`src/rtl/alu_pkg.sv`:
```
// rtl/alu_pkg.sv - shared widths, FSM states and command layout for the ALU command sequencer
package alu_pkg;
    localparam int WORD_W = 6;
    localparam int FXN_W  = 3;
    localparam int CNT_W  = 8;
    localparam int CMD_W  = 2 * WORD_W + FXN_W;

    typedef enum logic [1:0] {
        IDLE   = 2'd0,
        SETTLE = 2'd1,
        HOLD   = 2'd2
    } state_t;

    typedef struct packed {
        logic [WORD_W-1:0] a;
        logic [WORD_W-1:0] b;
        logic [FXN_W-1:0]  fxn;
    } cmd_t;
endpackage

```
`src/rtl/alu_cmd_fifo.sv`:
```
// rtl/alu_cmd_fifo.sv - command FIFO with registered storage and occupancy counter
module alu_cmd_fifo #(
    parameter int DEPTH = 4,
    parameter int WIDTH = 15
) (
    input  logic                     clk,
    input  logic                     rst,
    input  logic                     i_push,
    input  logic [WIDTH-1:0]         i_din,
    input  logic                     i_pop,
    output logic [WIDTH-1:0]         o_dout,
    output logic                     o_full,
    output logic                     o_empty,
    output logic [$clog2(DEPTH):0]   o_count
);
    localparam int AW = $clog2(DEPTH);
    localparam logic [AW:0] FULL_CNT = (AW + 1)'(DEPTH);

    logic [WIDTH-1:0] r_mem [DEPTH];
    logic [AW-1:0]    r_wr_ptr;
    logic [AW-1:0]    r_rd_ptr;
    logic [AW:0]      r_count;
    logic             w_push_ok;
    logic             w_pop_ok;

    assign o_full    = (r_count == FULL_CNT);
    assign o_empty   = (r_count == '0);
    assign o_count   = r_count;
    assign o_dout    = r_mem[r_rd_ptr];
    assign w_push_ok = i_push && !o_full;
    assign w_pop_ok  = i_pop && !o_empty;

    always_ff @(posedge clk) begin
        if (w_push_ok) begin
            r_mem[r_wr_ptr] <= i_din;
        end
    end

    // Pointers are AW bits wide, so they wrap modulo DEPTH on their own.
    always_ff @(posedge clk or posedge rst) begin
        if (rst) begin
            r_wr_ptr <= '0;
            r_rd_ptr <= '0;
            r_count  <= '0;
        end else begin
            if (w_push_ok) begin
                r_wr_ptr <= r_wr_ptr + AW'(1);
            end
            if (w_pop_ok) begin
                r_rd_ptr <= r_rd_ptr + AW'(1);
            end
            case ({w_push_ok, w_pop_ok})
                2'b10:   r_count <= r_count + (AW + 1)'(1);
                2'b01:   r_count <= r_count - (AW + 1)'(1);
                default: r_count <= r_count;
            endcase
        end
    end
endmodule

```
`src/rtl/alu_cmd_sequencer.sv`:
```
// rtl/alu_cmd_sequencer.sv - buffers ALU commands, drives the ALU from registers and captures its result
module alu_cmd_sequencer
    import alu_pkg::*;
#(
    parameter int DEPTH         = 4,
    parameter int SETTLE_CYCLES = 1
) (
    input  logic              clk,
    input  logic              rst,
    input  logic              in_valid,
    output logic              in_ready,
    input  logic [WORD_W-1:0] in_a,
    input  logic [WORD_W-1:0] in_b,
    input  logic [FXN_W-1:0]  in_fxn,
    output logic [WORD_W-1:0] alu_a,
    output logic [WORD_W-1:0] alu_b,
    output logic [FXN_W-1:0]  alu_fxn,
    input  logic [WORD_W-1:0] alu_x,
    output logic              out_valid,
    input  logic              out_ready,
    output logic [WORD_W-1:0] out_x,
    output logic [FXN_W-1:0]  out_fxn,
    output logic              busy,
    output logic [CNT_W-1:0]  op_count
);
    localparam int CW  = $clog2(DEPTH) + 1;
    localparam int SCW = (SETTLE_CYCLES > 1) ? $clog2(SETTLE_CYCLES) : 1;
    localparam logic [SCW-1:0] SETTLE_LOAD = SCW'(SETTLE_CYCLES - 1);

    state_t            r_state;
    state_t            w_next_state;
    logic [SCW-1:0]    r_settle_cnt;
    logic [WORD_W-1:0] r_alu_a;
    logic [WORD_W-1:0] r_alu_b;
    logic [FXN_W-1:0]  r_alu_fxn;
    logic [WORD_W-1:0] r_out_x;
    logic [FXN_W-1:0]  r_out_fxn;
    logic [CNT_W-1:0]  r_op_count;
    cmd_t              w_in_cmd;
    cmd_t              w_head;
    logic              w_full;
    logic              w_empty;
    logic [CW-1:0]     w_count;
    logic              w_push;
    logic              w_pop;
    logic              w_capture;
    logic              w_ack;

    assign w_in_cmd = {in_a, in_b, in_fxn};
    assign w_push   = in_valid && !w_full;

    alu_cmd_fifo #(
        .DEPTH (DEPTH),
        .WIDTH (CMD_W)
    ) u_fifo (
        .clk     (clk),
        .rst     (rst),
        .i_push  (w_push),
        .i_din   (w_in_cmd),
        .i_pop   (w_pop),
        .o_dout  (w_head),
        .o_full  (w_full),
        .o_empty (w_empty),
        .o_count (w_count)
    );

    always_ff @(posedge clk or posedge rst) begin
        if (rst) begin
            r_state <= IDLE;
        end else begin
            r_state <= w_next_state;
        end
    end

    always_comb begin
        w_next_state = r_state;
        w_pop        = 1'b0;
        w_capture    = 1'b0;
        w_ack        = 1'b0;
        case (r_state)
            IDLE: begin
                if (!w_empty) begin
                    w_pop        = 1'b1;
                    w_next_state = SETTLE;
                end
            end
            SETTLE: begin
                if (r_settle_cnt == '0) begin
                    w_capture    = 1'b1;
                    w_next_state = HOLD;
                end
            end
            HOLD: begin
                // A waiting command is popped on the same edge the result is taken.
                if (out_ready) begin
                    w_ack = 1'b1;
                    if (!w_empty) begin
                        w_pop        = 1'b1;
                        w_next_state = SETTLE;
                    end else begin
                        w_next_state = IDLE;
                    end
                end
            end
            default: begin
                w_next_state = IDLE;
            end
        endcase
    end

    always_ff @(posedge clk or posedge rst) begin
        if (rst) begin
            r_alu_a      <= '0;
            r_alu_b      <= '0;
            r_alu_fxn    <= '0;
            r_settle_cnt <= '0;
            r_out_x      <= '0;
            r_out_fxn    <= '0;
            r_op_count   <= '0;
        end else begin
            if (w_pop) begin
                r_alu_a      <= w_head.a;
                r_alu_b      <= w_head.b;
                r_alu_fxn    <= w_head.fxn;
                r_settle_cnt <= SETTLE_LOAD;
            end else if (r_state == SETTLE && r_settle_cnt != '0) begin
                r_settle_cnt <= r_settle_cnt - SCW'(1);
            end
            if (w_capture) begin
                r_out_x   <= alu_x;
                r_out_fxn <= r_alu_fxn;
            end
            if (w_ack) begin
                r_op_count <= r_op_count + CNT_W'(1);
            end
        end
    end

    assign in_ready  = !w_full;
    assign out_valid = (r_state == HOLD);
    assign alu_a     = r_alu_a;
    assign alu_b     = r_alu_b;
    assign alu_fxn   = r_alu_fxn;
    assign out_x     = r_out_x;
    assign out_fxn   = r_out_fxn;
    assign op_count  = r_op_count;
    assign busy      = (r_state != IDLE) || (w_count != '0);
endmodule

```
`config.mk`:
```
export PLATFORM = sky130hd
export DESIGN_NAME = alu_cmd_sequencer
export DESIGN_NICKNAME = d
export VERILOG_FILES = /design/src/rtl/alu_pkg.sv /design/src/rtl/alu_cmd_fifo.sv /design/src/rtl/alu_cmd_sequencer.sv
export SDC_FILE = /design/constraint.sdc
export NUM_CORES = 1
export LEC_CHECK = 0
export CAP_MARGIN = 20
export CORE_MARGIN = 2
export CORE_UTILIZATION = 55
export CTS_BUF_LIST = sky130_fd_sc_hd__clkbuf_4 sky130_fd_sc_hd__clkbuf_8
export DETAILED_ROUTE_END_ITERATION = 8
export PLACE_DENSITY_LB_ADDON = 0.08
export REMOVE_ABC_BUFFERS = 1
export SLEW_MARGIN = 20
export SYNTH_ARGS = -nofsm -noshare
export SYNTH_HDL_FRONTEND = slang
export SYNTH_SLANG_ARGS = --single-unit
```
`constraint.sdc`:
```
create_clock -name clk -period 4.2 [get_ports clk]
set_clock_uncertainty 0.1 [all_clocks]
set_input_delay 0.84 -clock clk [delete_from_list [all_inputs] [get_ports clk]]
set_output_delay 0.84 -clock clk [all_outputs]
set_load 0.02 [all_outputs]
```
==> metrics.md <==
| Metric | Value |
|---|---|
| Asr flop ratio synth | 41.2% |
| Ys Warns | 0 |
| DR iter-0 viols | 96 |
| Delay-heaviest family, CP | buffers and inverters |
| Grt ovf | 0 |
| Port bufs | 59 |
| Clock latency on the worst-skew pair | 0.36 ns |
| Vias | 1987 |
| Slew @ Worst Pin | 0.994 ns |
| Pwr Density | 727 nW/um^2 |
| Setup TNS Final | 0 ns |
| Switching part of the total | 32.8% |
| Post-Syn Instances | 209 |
| Overall Global Routing Usage | 17.4% |
| Dpl hpwl | 4050 um |
| Clk pwr share | 16.0% |
| Setup Buffers After CTS | 0 |
| Chip height | 89.7 um |
| GP Congestion | 0.752 |
| Commonest cells in the synthesized netlist | 60 x edfxtp_1, 42 x dfrtp_1, 17 x mux2_2 |
| CTS Sinks | 102 |
| Area fraction of the dominant cell type after synthesis | 44.6% |
| Critical Path Max Stage Delay | 0.55 ns |
| DRC errors left | 0 |
| Worst slew margin relative to its limit | 33.7% |
| Mean Syn Cell Area | 19.3 um^2 |
| Hold Slack | 0.370 ns |
| Critical Path AT | 1.82 ns |
| Dominant synthesized flop cell | edfxtp_1 |
| Die W | 89.7 um |
| Seq/Total Area, Yosys | 70.6% |
| TritonCTS Buffers | 9 |
| Ports | 60 |
| Worst Setup End Kind | output port |
| Reg-to-reg slack, setup | 1.87 ns |
| Worst VDD drop | 0.000327 V |
| Vias per std cell | 5.24 |
| Post-CTS Hold Buffers | 0 |
| Worst path buffer plus inverter count | 1 |
| Ranking of synthesized cells by area | edfxtp_1 45%, dfrtp_1 26%, mux2_2 4.7% |
| Placed Area | 4710 um^2 |
| Pin count of the biggest net entering global routing | 43 |
| Worst path cell trace | or3b_4 > clkdlybuf4s50_1 |
| Total power | 3.55 mW |
| Seq pwr share | 45.7% |
| Cell taking the most area after synthesis | edfxtp_1 |
| Combinational Power Share | 38.3% |
| DP Worst Slack | 1.08 ns |
| Synth cell types | 34 |
| Root buffer cell | clkbuf_8 |
| Final worst setup slack | 1.44 ns |
| Global-route wire length before repair | 10700 um |
| Hold Path Class | flop to flop |
| Final setup viols | 0 |
| CTS tree | built |
| Max Fclk | 0.362 GHz |
| Mapped cell area | 4040 um^2 |
| Sw Pwr | 1.17 mW |
| NumNets Final | 307 |
| Syn-to-layout area delta | 21.1% |
| Site Rows | 31 |
| Pint | 2.39 mW |
| Share of post-route cells with drive strength above 1 | 20.0% |
| Detailed Route WL | 6370 um |
| Antenna violations before repair | 0 |
| Placed instance count | 363 |
| Non-filler cells, final | 379 |
| CTS resizes | 0 |
| Critical-path top delay cell | clkdlybuf4s50_1 |
| Final ANT Viol Nets | 0 |
| Die ar. | 8050 um^2 |
| Finished Core Util | 68.2% |
| Max Buffers Root-to-Sink | 2 |
| Critical Path RT | 3.26 ns |
| H-tree levels | 3 |
| Max Cap Violations | 0 |
| Setup CP Type | flop to output port |
| Period utilisation layout | 65.7% |
| Count leader, synth | edfxtp_1 |
| DR WL/cell | 16.8 um |
| CP Launch Type | flop |
| Count of TritonRoute iterations in the first routing pass | 4 |
| Number of synthesized flops with an enable pin | 60 |
| Final hold violation count | 0 |
| Period minus WS final | 2.76 ns |
| Core ar. | 7180 um^2 |
| CP Max Fanout | 6 |
| Leak | 1.87 nW |
| FF+latch count, synth | 102 |
| Outcome | complete, no violations |
| Vias in the first global route | 2107 |
| Initial Util | 56.3% |
| Final instance area | 4890 um^2 |
| Diodes inserted | 0 |
| Clock transition at path regs | 0.09 ns |
| RSZ-0062 raised after global routing | no |
| Pins Over Slew Limit | 0 |
==> layout make-up <==
cell class,instances,area (um^2)
clock inverter,7,56.3
inverter,6,22.5
timing repair buffer,60,598
sequential,102,2850
clock buffer,9,124
multi-input combinational,96,1110
tap,99,124
fill,483,2280
==> worst register-to-register path, delay by kind of cell, from the launching register on <==
family	cells	cell delay, ns
buffers and inverters	1	0.24
XOR/XNOR	2	0.29
AND/OR/NAND/NOR	3	0.47
flip-flops	1	0.46
adder cells (fa/ha/maj)	2	0.66
==> cells in the final DEF (no fill, tap or decap), types with 2 or more instances in the layout <==
| cell type | synthesis | final |
|---|---|---|
| and3_1 | 4 | 4 |
| clkbuf_8 | 0 | 9 |
| clkdlybuf4s50_1 | 0 | 59 |
| clkinv_4 | 0 | 2 |
| dfrtp_1 | 42 | 42 |
| edfxtp_1 | 60 | 60 |
| ha_1 | 6 | 6 |
| inv_1 | 6 | 5 |
| inv_6 | 0 | 4 |
| mux2_2 | 17 | 17 |
| mux2_4 | 9 | 9 |
| mux4_1 | 7 | 7 |
| mux4_2 | 8 | 8 |
| nand2_1 | 9 | 9 |
| nand4_1 | 2 | 2 |
| nor2_1 | 3 | 3 |
| nor2b_1 | 2 | 2 |
| nor3_1 | 2 | 2 |
| xnor2_1 | 7 | 7 |
| xor2_1 | 6 | 6 |
==> flip-flops by register name, indices dropped and copies added (netlist names) <==
name	cells
r_settle_cnt	1
alu_fxn	3
out_fxn	3
u_fifo.o_count	3
alu_a	6
out_x	6
u_fifo.r_mem	60
u_fifo.r_wr_ptr	2
u_fifo.r_rd_ptr	2
r_state	2
alu_b	6
op_count	8
==> cells by family (layout without fill, tap and decap cells) <==
| family | Yosys count | count (layout) | share of synthesized area (%) |
|---|---|---|---|
| flops | 102 | 102 | 70.6 |
| mux | 41 | 41 | 17.1 |
| simple gates | 33 | 33 | 4.95 |
| xor+xnor | 13 | 13 | 2.82 |
| buf+inv | 11 | 82 | 1.83 |
| fa+ha+maj | 7 | 7 | 2.35 |
| compound gates | 2 | 2 | 0.372 |
==> power groups by stage <==
stage | logic [mW] | registers [mW] | clock network, mW
after global placement | 1.35 | 1.64 | 0
after CTS | 1.38 | 1.63 | 0.588
after floorplan | 0.750 | 1.75 | 0
after global routing | 1.46 | 1.67 | 0.631
final | 1.36 | 1.62 | 0.568
after detailed placement | 1.38 | 1.65 | 0
==> path summary, 6_finish.rpt <==
kind                              startpoint                 to  depth (start not counted)
max in group asynchronous                rst           alu_b[5]                          2
hold / removal                   op_count[7]        op_count[7]                          1
hold reg to reg                  op_count[7]        op_count[7]                          1
setup reg to reg           u_fifo.o_count[0]  u_fifo.o_count[2]                          8
min in group asynchronous                rst           out_x[2]                          2
setup / recovery           u_fifo.o_count[0]           in_ready                          2
==> layer usage <==
metal / global-route usage, % / part of all wire (%) / vias to the layer above
li1: - / - / 927
met1: 23.0 / 44 / 999
met2: 27.7 / 50 / 51
met3: 3.86 / 4.2 / 10
met4: 8.85 / 2.2 / 0
met5: 0 / 0 / -
(Power assumes the default switching activity.)
